File: src/rtl/tx_scheduler_if.sv
`default_nettype none
// ============================================================================
// Module  : tx_scheduler_if
// Brief   : Request/handshake bundle between the protocol side, the TX FIFO
//           side, the TX control unit and the tx_scheduler.
// Revision: 1.0
// ============================================================================
interface tx_scheduler_if #(
    parameter int LEN_W = 7
);
    logic             hs_req;
    logic [1:0]       hs_type;
    logic             data_req;
    logic [LEN_W-1:0] data_len;
    logic [LEN_W-1:0] fifo_count;
    logic             tx_complete;

    logic             tx_ena;
    logic             tx_ack;
    logic             tx_nack;
    logic             stall;
    logic             ack_prep;
    logic             data_grant;
    logic             data_done;
    logic             hs_done;
    logic             timeout_err;
    logic             hs_dropped;
    logic             busy;

    // The scheduler side.
    modport master (
        input  hs_req, hs_type, data_req, data_len, fifo_count, tx_complete,
        output tx_ena, tx_ack, tx_nack, stall, ack_prep, data_grant,
               data_done, hs_done, timeout_err, hs_dropped, busy
    );

    // Requesters and TX control unit.
    modport slave (
        output hs_req, hs_type, data_req, data_len, fifo_count, tx_complete,
        input  tx_ena, tx_ack, tx_nack, stall, ack_prep, data_grant,
               data_done, hs_done, timeout_err, hs_dropped, busy
    );
endinterface
`default_nettype wire

File: src/rtl/tx_scheduler.sv
`default_nettype none
// ============================================================================
// Module  : tx_scheduler
// Brief   : Sequences the USB TX control unit; handshakes beat data packets.
// Revision: 1.0
// ============================================================================
module tx_scheduler #(
    parameter int LEN_W      = 7,
    parameter int IPG_CYCLES = 4,
    parameter int HS_WINDOW  = 16,
    parameter int TX_TIMEOUT = 2048
) (
    input  wire logic      clk,
    input  wire logic      rst,
    tx_scheduler_if.master bus
);
    localparam logic [2:0] c_ST_IDLE       = 3'd0;
    localparam logic [2:0] c_ST_HS_ISSUE   = 3'd1;
    localparam logic [2:0] c_ST_HS_WAIT    = 3'd2;
    localparam logic [2:0] c_ST_DATA_ISSUE = 3'd3;
    localparam logic [2:0] c_ST_DATA_WAIT  = 3'd4;
    localparam logic [2:0] c_ST_GAP        = 3'd5;

    localparam int c_GAP_LEN = (IPG_CYCLES < 1) ? 1 : IPG_CYCLES;
    localparam int c_WIN_W   = $clog2(HS_WINDOW + 1);
    localparam int c_WD_W    = $clog2(TX_TIMEOUT + 1);
    localparam int c_GAP_W   = $clog2(c_GAP_LEN + 1);

    localparam logic [c_WIN_W-1:0] c_WIN_LAST = c_WIN_W'(HS_WINDOW - 1);
    localparam logic [c_WD_W-1:0]  c_WD_LAST  = c_WD_W'(TX_TIMEOUT - 1);
    localparam logic [c_GAP_W-1:0] c_GAP_LAST = c_GAP_W'(c_GAP_LEN - 1);

    logic [2:0]         r_state;
    logic               r_hs_pend;
    logic [1:0]         r_hs_type;
    logic [c_WIN_W-1:0] r_win_cnt;
    logic [c_WD_W-1:0]  r_wd_cnt;
    logic [c_GAP_W-1:0] r_gap_cnt;

    logic r_tx_ena, r_tx_ack, r_tx_nack, r_stall, r_ack_prep, r_data_grant;
    logic r_data_done, r_hs_done, r_timeout_err, r_hs_dropped, r_busy;

    logic [LEN_W-1:0] w_data_len;
    logic [LEN_W-1:0] w_fifo_count;
    logic             w_hs_valid;
    logic             w_hs_rsvd;
    logic             w_launch;
    logic             w_data_go;

    assign w_data_len   = bus.data_len;
    assign w_fifo_count = bus.fifo_count;
    assign w_hs_valid   = bus.hs_req && (bus.hs_type != 2'b11);
    assign w_hs_rsvd    = bus.hs_req && (bus.hs_type == 2'b11);
    assign w_launch     = (r_state == c_ST_IDLE) && r_hs_pend;
    // A handshake arriving this very cycle still outranks a waiting data packet.
    assign w_data_go    = (r_state == c_ST_IDLE) && !r_hs_pend && !w_hs_valid &&
                          bus.data_req && (w_fifo_count >= w_data_len);

    always_ff @(posedge clk) begin
        if (rst) begin
            r_state       <= c_ST_IDLE;
            r_hs_pend     <= 1'b0;
            r_hs_type     <= 2'b00;
            r_win_cnt     <= '0;
            r_wd_cnt      <= '0;
            r_gap_cnt     <= '0;
            r_tx_ena      <= 1'b0;
            r_tx_ack      <= 1'b0;
            r_tx_nack     <= 1'b0;
            r_stall       <= 1'b0;
            r_ack_prep    <= 1'b0;
            r_data_grant  <= 1'b0;
            r_data_done   <= 1'b0;
            r_hs_done     <= 1'b0;
            r_timeout_err <= 1'b0;
            r_hs_dropped  <= 1'b0;
            r_busy        <= 1'b0;
        end else begin
            r_tx_ena      <= 1'b0;
            r_data_grant  <= 1'b0;
            r_data_done   <= 1'b0;
            r_hs_done     <= 1'b0;
            r_timeout_err <= 1'b0;
            r_hs_dropped  <= w_hs_rsvd;

            // Latest request wins; a launch in the expiry cycle beats the drop.
            if (w_hs_valid) begin
                r_hs_pend <= 1'b1;
                r_hs_type <= bus.hs_type;
                r_win_cnt <= '0;
            end else if (w_launch) begin
                r_hs_pend <= 1'b0;
            end else if (r_hs_pend) begin
                if (r_win_cnt == c_WIN_LAST) begin
                    r_hs_pend    <= 1'b0;
                    r_hs_dropped <= 1'b1;
                end else begin
                    r_win_cnt <= r_win_cnt + 1'b1;
                end
            end

            case (r_state)
                c_ST_IDLE: begin
                    if (w_launch) begin
                        r_state    <= c_ST_HS_ISSUE;
                        r_busy     <= 1'b1;
                        r_ack_prep <= 1'b1;
                        r_tx_ack   <= (r_hs_type == 2'b00);
                        r_tx_nack  <= (r_hs_type == 2'b01);
                        r_stall    <= (r_hs_type == 2'b10);
                    end else if (w_data_go) begin
                        r_state      <= c_ST_DATA_ISSUE;
                        r_busy       <= 1'b1;
                        r_tx_ena     <= 1'b1;
                        r_data_grant <= 1'b1;
                    end
                end
                c_ST_HS_ISSUE: begin
                    r_state  <= c_ST_HS_WAIT;
                    r_wd_cnt <= '0;
                end
                c_ST_DATA_ISSUE: begin
                    r_state  <= c_ST_DATA_WAIT;
                    r_wd_cnt <= '0;
                end
                c_ST_HS_WAIT, c_ST_DATA_WAIT: begin
                    if (bus.tx_complete || (r_wd_cnt == c_WD_LAST)) begin
                        r_state    <= c_ST_GAP;
                        r_gap_cnt  <= '0;
                        r_ack_prep <= 1'b0;
                        r_tx_ack   <= 1'b0;
                        r_tx_nack  <= 1'b0;
                        r_stall    <= 1'b0;
                        if (bus.tx_complete) begin
                            r_hs_done   <= (r_state == c_ST_HS_WAIT);
                            r_data_done <= (r_state == c_ST_DATA_WAIT);
                        end else begin
                            r_timeout_err <= 1'b1;
                        end
                    end else begin
                        r_wd_cnt <= r_wd_cnt + 1'b1;
                    end
                end
                c_ST_GAP: begin
                    if (r_gap_cnt == c_GAP_LAST) begin
                        r_state <= c_ST_IDLE;
                        r_busy  <= 1'b0;
                    end else begin
                        r_gap_cnt <= r_gap_cnt + 1'b1;
                    end
                end
                default: begin
                    r_state    <= c_ST_IDLE;
                    r_busy     <= 1'b0;
                    r_ack_prep <= 1'b0;
                    r_tx_ack   <= 1'b0;
                    r_tx_nack  <= 1'b0;
                    r_stall    <= 1'b0;
                end
            endcase
        end
    end

    assign bus.tx_ena      = r_tx_ena;
    assign bus.tx_ack      = r_tx_ack;
    assign bus.tx_nack     = r_tx_nack;
    assign bus.stall       = r_stall;
    assign bus.ack_prep    = r_ack_prep;
    assign bus.data_grant  = r_data_grant;
    assign bus.data_done   = r_data_done;
    assign bus.hs_done     = r_hs_done;
    assign bus.timeout_err = r_timeout_err;
    assign bus.hs_dropped  = r_hs_dropped;
    assign bus.busy        = r_busy;
endmodule
`default_nettype wire

File: src/flat_wrapper.sv
// flat-port wrapper written by rule: the top's interface ports become plain ports
module tx_scheduler_flat 
#(
    parameter int LEN_W      = 7,
    parameter int IPG_CYCLES = 4,
    parameter int HS_WINDOW  = 16,
    parameter int TX_TIMEOUT = 2048
)
  (clk, rst, bus_hs_req, bus_hs_type, bus_data_req, bus_data_len, bus_fifo_count, bus_tx_complete, bus_tx_ena, bus_tx_ack, bus_tx_nack, bus_stall, bus_ack_prep, bus_data_grant, bus_data_done, bus_hs_done, bus_timeout_err, bus_hs_dropped, bus_busy);
  tx_scheduler_if #(.LEN_W(LEN_W)) bus_i ();
  input  wire logic clk;
  input  wire logic rst;
  input wire logic [$bits(bus_i.hs_req)-1:0] bus_hs_req;
  input wire logic [$bits(bus_i.hs_type)-1:0] bus_hs_type;
  input wire logic [$bits(bus_i.data_req)-1:0] bus_data_req;
  input wire logic [$bits(bus_i.data_len)-1:0] bus_data_len;
  input wire logic [$bits(bus_i.fifo_count)-1:0] bus_fifo_count;
  input wire logic [$bits(bus_i.tx_complete)-1:0] bus_tx_complete;
  output wire logic [$bits(bus_i.tx_ena)-1:0] bus_tx_ena;
  output wire logic [$bits(bus_i.tx_ack)-1:0] bus_tx_ack;
  output wire logic [$bits(bus_i.tx_nack)-1:0] bus_tx_nack;
  output wire logic [$bits(bus_i.stall)-1:0] bus_stall;
  output wire logic [$bits(bus_i.ack_prep)-1:0] bus_ack_prep;
  output wire logic [$bits(bus_i.data_grant)-1:0] bus_data_grant;
  output wire logic [$bits(bus_i.data_done)-1:0] bus_data_done;
  output wire logic [$bits(bus_i.hs_done)-1:0] bus_hs_done;
  output wire logic [$bits(bus_i.timeout_err)-1:0] bus_timeout_err;
  output wire logic [$bits(bus_i.hs_dropped)-1:0] bus_hs_dropped;
  output wire logic [$bits(bus_i.busy)-1:0] bus_busy;
  assign bus_i.hs_req = bus_hs_req;
  assign bus_i.hs_type = bus_hs_type;
  assign bus_i.data_req = bus_data_req;
  assign bus_i.data_len = bus_data_len;
  assign bus_i.fifo_count = bus_fifo_count;
  assign bus_i.tx_complete = bus_tx_complete;
  assign bus_tx_ena = bus_i.tx_ena;
  assign bus_tx_ack = bus_i.tx_ack;
  assign bus_tx_nack = bus_i.tx_nack;
  assign bus_stall = bus_i.stall;
  assign bus_ack_prep = bus_i.ack_prep;
  assign bus_data_grant = bus_i.data_grant;
  assign bus_data_done = bus_i.data_done;
  assign bus_hs_done = bus_i.hs_done;
  assign bus_timeout_err = bus_i.timeout_err;
  assign bus_hs_dropped = bus_i.hs_dropped;
  assign bus_busy = bus_i.busy;
  tx_scheduler #(.LEN_W(LEN_W), .IPG_CYCLES(IPG_CYCLES), .HS_WINDOW(HS_WINDOW), .TX_TIMEOUT(TX_TIMEOUT)) u_core (.clk(clk), .rst(rst), .bus(bus_i));
endmodule
File: config.mk
export PLATFORM = sky130hd
export DESIGN_NAME = tx_scheduler_flat
export DESIGN_NICKNAME = d
export VERILOG_FILES = /design/src/rtl/tx_scheduler_if.sv /design/src/rtl/tx_scheduler.sv /design/src/flat_wrapper.sv
export SDC_FILE = /design/constraint.sdc
export NUM_CORES = 1
export LEC_CHECK = 0
export ABC_CLOCK_PERIOD_IN_PS = 5650
export BUFFER_PORTS_ARGS = -buffer_cell sky130_fd_sc_hd__buf_2
export CORE_ASPECT_RATIO = 1.75
export CORE_MARGIN = 10
export CORE_UTILIZATION = 59
export CTS_CLUSTER_SIZE = 10
export DETAILED_ROUTE_END_ITERATION = 10
export GPL_TIMING_DRIVEN = 0
export PLACE_DENSITY = 0.81
export SYNTH_ARGS = -nofsm -noshare
export SYNTH_HDL_FRONTEND = slang
export SYNTH_SLANG_ARGS = --single-unit
File: constraint.sdc
create_clock -name clk -period 5.65 [get_ports clk]
set_input_delay 0 -clock clk [delete_from_list [all_inputs] [get_ports clk]]
set_output_delay 0 -clock clk [all_outputs]
set_load 0.005 [all_outputs]
# Yosys cells after proc, flatten, opt, wreduce, memory -nomap -nowiden

Cells that the tools add are included.

Register bits: 36
Word-level logic and storage cells: 107

Add/subtract/negate cells: 3
$lt $le $gt $ge: 1
Equality and inequality tests: 18
Muxes and demuxes: 33
Bitwise logic cells: 8
Reduce and logical (&&, ||, !) cells: 28

Operators with widths:

| operator                | number |
|---|---|
| $pmux W12 S2            | 1 |
| $mux W1                 | 18 |
| $mux W3                 | 6 |
| $pmux W1 S3             | 5 |
| $pmux W3 S5             | 1 |
| $reduce_and A3 Y1       | 5 |
| $add A12 B1 Y12 const B | 1 |
| $eq A12 B11 Y1 const B  | 1 |
| $mux W12                | 1 |
| $eq A3 B2 Y1 const B    | 3 |
| $reduce_or A3 Y1        | 3 |
| $not A1 Y1              | 8 |
| $reduce_or A4 Y1        | 2 |
| $ge A7 B7 Y1            | 1 |
| $logic_and A1 B1 Y1     | 7 |
| $eq A3 B3 Y1 const B    | 2 |
| $ne A2 B1 Y1 const B    | 3 |
| $ne A2 B2 Y1 const B    | 3 |
| $pmux W3 S2             | 1 |
| $reduce_or A2 Y1        | 3 |
| $add A5 B1 Y5 const B   | 1 |
| $eq A5 B4 Y1 const B    | 1 |
| $eq A2 B2 Y1 const B    | 2 |
| $reduce_bool A2 Y1      | 2 |
| other kinds (9)         | 10 |

# Logic depth before layout (Yosys ltp)

Depth in word-level cells: 9
Depth in mapped cells: 7
Depth with buffers taken out: 7

# Least setup slack after synthesis

No wires, ideal clock.

Kind: register -> register
From: register u_core.r_wd_cnt[0]
To: register u_core.r_wd_cnt[3]
Library setup time: 0.119 ns
Data arrival time: 1.715 ns
Path slack: 3.815 ns
Cell stages (with the launch flop): 7
Path through: dfxtp_1 -> ha_1 -> nand4_2 -> or4_4 -> a31oi_4 -> nor4_1 -> o21bai_1

Longest elaborated chain between the ends: 4
Elaborated cells on any way between the ends: 7
Classes of those cells: 1 x add/sub; 2 x eq/ne; 2 x mux; 2 x reduce/logical

Ends and longest elaborated chain:

| element                                                 | line                | RTL |
|---|---|---|
| start: declaration                                      | tx_scheduler.sv:37  | `logic [c_WD_W-1:0] r_wd_cnt;` |
| start signal: assignment                                | tx_scheduler.sv:141 | `r_wd_cnt <= r_wd_cnt + 1'b1;` |
| branches (longest 4 deep; another with $add A12 B1 Y12) | -                   |  |

Parallel ways; which one is timed is not known. The select of a mux whose other input is x is not followed.
A chain may end at the register's enable or synchronous reset.

# Worst setup path after layout

Ends and elaborated chain as after synthesis.

==> out/metrics.yaml <==
io_buffers: 31
synthFlopType: "dfxtp_1"
drive_above_1_share: 0.220
clk_latency_ns: 0.29
syn_inst: 221
fillCellCount: 253
synth_cell_types: 54
insertedDiodeCount: 0
synth_edf_count: 0
fmax_mhz: 482
antenna_found_initial: 0
powerDensity_nw_per_um2: 346
power_uw: 771
multi_input_area_sq_um: 1070
design.portCount: 32
tns_ns: 0
min_from: "bus_hs_type[1]"
reg2reg_slack_ns: 3.58
firstDrtPassIters: 5
cts_sinks: 36
htree_levels: 2
cp-end-kind: "register"
ir_drop_v: 0.000235
grt_pass1_vias: 1811
max_cap_viol_count: 0
run_status: "finished, final reports clean"
dieArea_sq_um: 5950
startpoint: "u_core.r_wd_cnt[0]$_SDFFE_PP0P_"
drc: 0
cp.arrival_ns: 2.26
max-slew-margin-rel: 0.637
cts_resized: 0
seq_area_sq_um: 721
period_share: 0.367
synth_seq_cells: 36
setup_viol: 0
dieHeight_microns: 94.8
initial_core_util: 0.607
ys_seq_area_frac: 0.382
detail_route.wl_per_cell_microns: 13.6
core-area_sq_um: 3110
syn2layout_area_growth_pct: 18.2
postSynthAreaPerCell_sq_um: 8.54
wirelength_microns: 4190
grt_setup_unrepaired: "false"
num-nets-final: 296
synth_area_leader_cell: "dfxtp_1"
placementRows: 27
leakagePower_uw: 0.000961
dieWidth_microns: 62.8
clock_path_buffers: 2
worstMarginPinSlew_ns: 0.542
overflow: 0
syn-cell-area_sq_um: 1890
place.gp.congestion: 0.784
viasPerCell: 5.61
vias: 1723
critPathMaxFanout: 9
drtAntennaViolNets: 0
grt_max_degree: 12
grt_pass1_wl_microns: 7310
period_needed_ns: 2.07
dp.final_hpwl_microns: 3230
grt_usage: 0.149
final_util: 0.718
final-hold-violation-count: 0
yosysWarningCount: 0
syn-num-nets: 254
numCtsBuffers: 5
hold_path.class: "input pin to register"
synthArstFlopShare: 0
skew_ns: 0.0110
required_ns: 5.83
yosysTopAreaCellShare: 0.382
cts_tree: "built"
instances_no_fill: 307
cts-root-buf: "clkbuf_8"
worstSetupPathType: "register to register"
placed_cells: 295
start_kind: "register"
r2r_start: "u_core.r_wd_cnt[0]$_SDFFE_PP0P_"
drtIter0Drc: 43
clk_pin_slew_worst_paths_ns: 0.08
synth_area_leaders: "dfxtp_1 (38%), ha_1 (8.0%), nor2_1 (5.4%)"
maxSlewViolCount: 0
==> per-stage QoR <==
stage          hold WS, ns  setup slack [ns]  cell area [sq um]
2_1_floorplan        0.118              3.82               1890
3_3_place_gp         0.243              3.63               2100
3_5_place_dp         0.247              3.60               2100
4_1_cts             0.0195              3.58               2230
5_1_grt             0.0487              3.38               2230
6_report            0.0194              3.58               2230
==> synth_stat cells, drive strengths merged, types with 4 or more instances <==
master / number
a21oi: 16
a31oi: 4
buf: 4
clkbuf: 6
dfxtp: 36
ha: 12
inv: 12
nand2: 22
nand4: 5
nor2: 27
nor2b: 5
nor3: 8
o21ai: 11
==> metal layers <==
metal  wire length (microns)  track usage
met4                      79       0.0936
met5                       0            0
met3                     167       0.0403
met2                    2370        0.294
met1                    1570        0.129
==> what timing repair did <==
item | in CTS | in global routing
hold endpoints to repair | 5 | 0
endpoints found under the setup margin | 0 | 0
setup buffers | 0 | 0
hold buffers | 4 | 0
==> flip-flops by register name, indices dropped and copies added (netlist names), 2 cells and up <==
| register | cells |
|---|---|
| u_core.r_hs_type | 2 |
| u_core.r_win_cnt | 5 |
| u_core.r_wd_cnt | 12 |
| u_core.r_gap_cnt | 3 |
| u_core.r_state | 3 |
==> final cells by class <==
type	instances	share of cell area
tap	43	0.0241
sequential	36	0.323
buffer	10	0.0213
clock inverter	1	0.00337
clock buffer	7	0.0387
inverter	12	0.0202
multi-input combinational	163	0.482
timing repair buffer	35	0.0875
==> power breakdown <==
group / internal [uW] / switching [uW] / leakage, uW / total (uW)
clock: 99.1 / 92.4 / 0.0000445 / 192
sequential: 279 / 15.0 / 0.000292 / 294
combinational: 98.5 / 187 / 0.000624 / 286
==> critical path, cell delays in order (launching register included) <==
cell      delay, ns
dfxtp_1        0.39
ha_1           0.28
nand4_2        0.24
or4_4          0.51
a31oi_4        0.31
nor4_1         0.08
o21bai_1       0.17
==> cell families (layout without fill, tap and decap cells) <==
kind of cell / count (synthesis) / in the layout / share of synthesized area
flops: 36 / 36 / 0.382
buf+inv: 22 / 65 / 0.0490
mux: 3 / 3 / 0.0166
xor+xnor: 4 / 4 / 0.0225
fa+ha+maj: 12 / 12 / 0.0795
compound gates: 53 / 53 / 0.193
simple gates: 91 / 91 / 0.258
==> worst paths after layout <==
| check | end | cells after the start |
|---|---|---|
| max reg2reg | u_core.r_wd_cnt[3]$_SDFFE_PP0P_ | 6 |
| max | u_core.r_wd_cnt[3]$_SDFFE_PP0P_ | 6 |
| min reg2reg | u_core.r_gap_cnt[2]$_SDFFE_PP0P_ | 1 |
| min | u_core.r_hs_type[0]$_SDFFE_PP0P_ | 4 |
==> layout by cell type (no fill, tap or decap), types with 2 or more instances in the layout <==
master and n:
buf_2 33, nand4b_1 2, dfxtp_1 36, or2_2 2, dlygate4sd3_1 4, o211ai_1 2, o21ai_1 2, nand2_1 22
a21oi_1 16, or3_1 3, nor2_1 27, and3_1 3, nand2b_1 3, clkbuf_1 7, buf_4 2, a211oi_1 3
nor4_1 2, a31oi_1 3, xor2_1 2, nand4_2 2, o31ai_1 3, mux2i_1 2, o21ai_0 8, nor3_1 8
nor2b_1 5, nand4_1 3, ha_1 12, clkbuf_8 6, a31o_2 2, inv_1 12
Note: power is estimated with default switching activity, not from simulation.
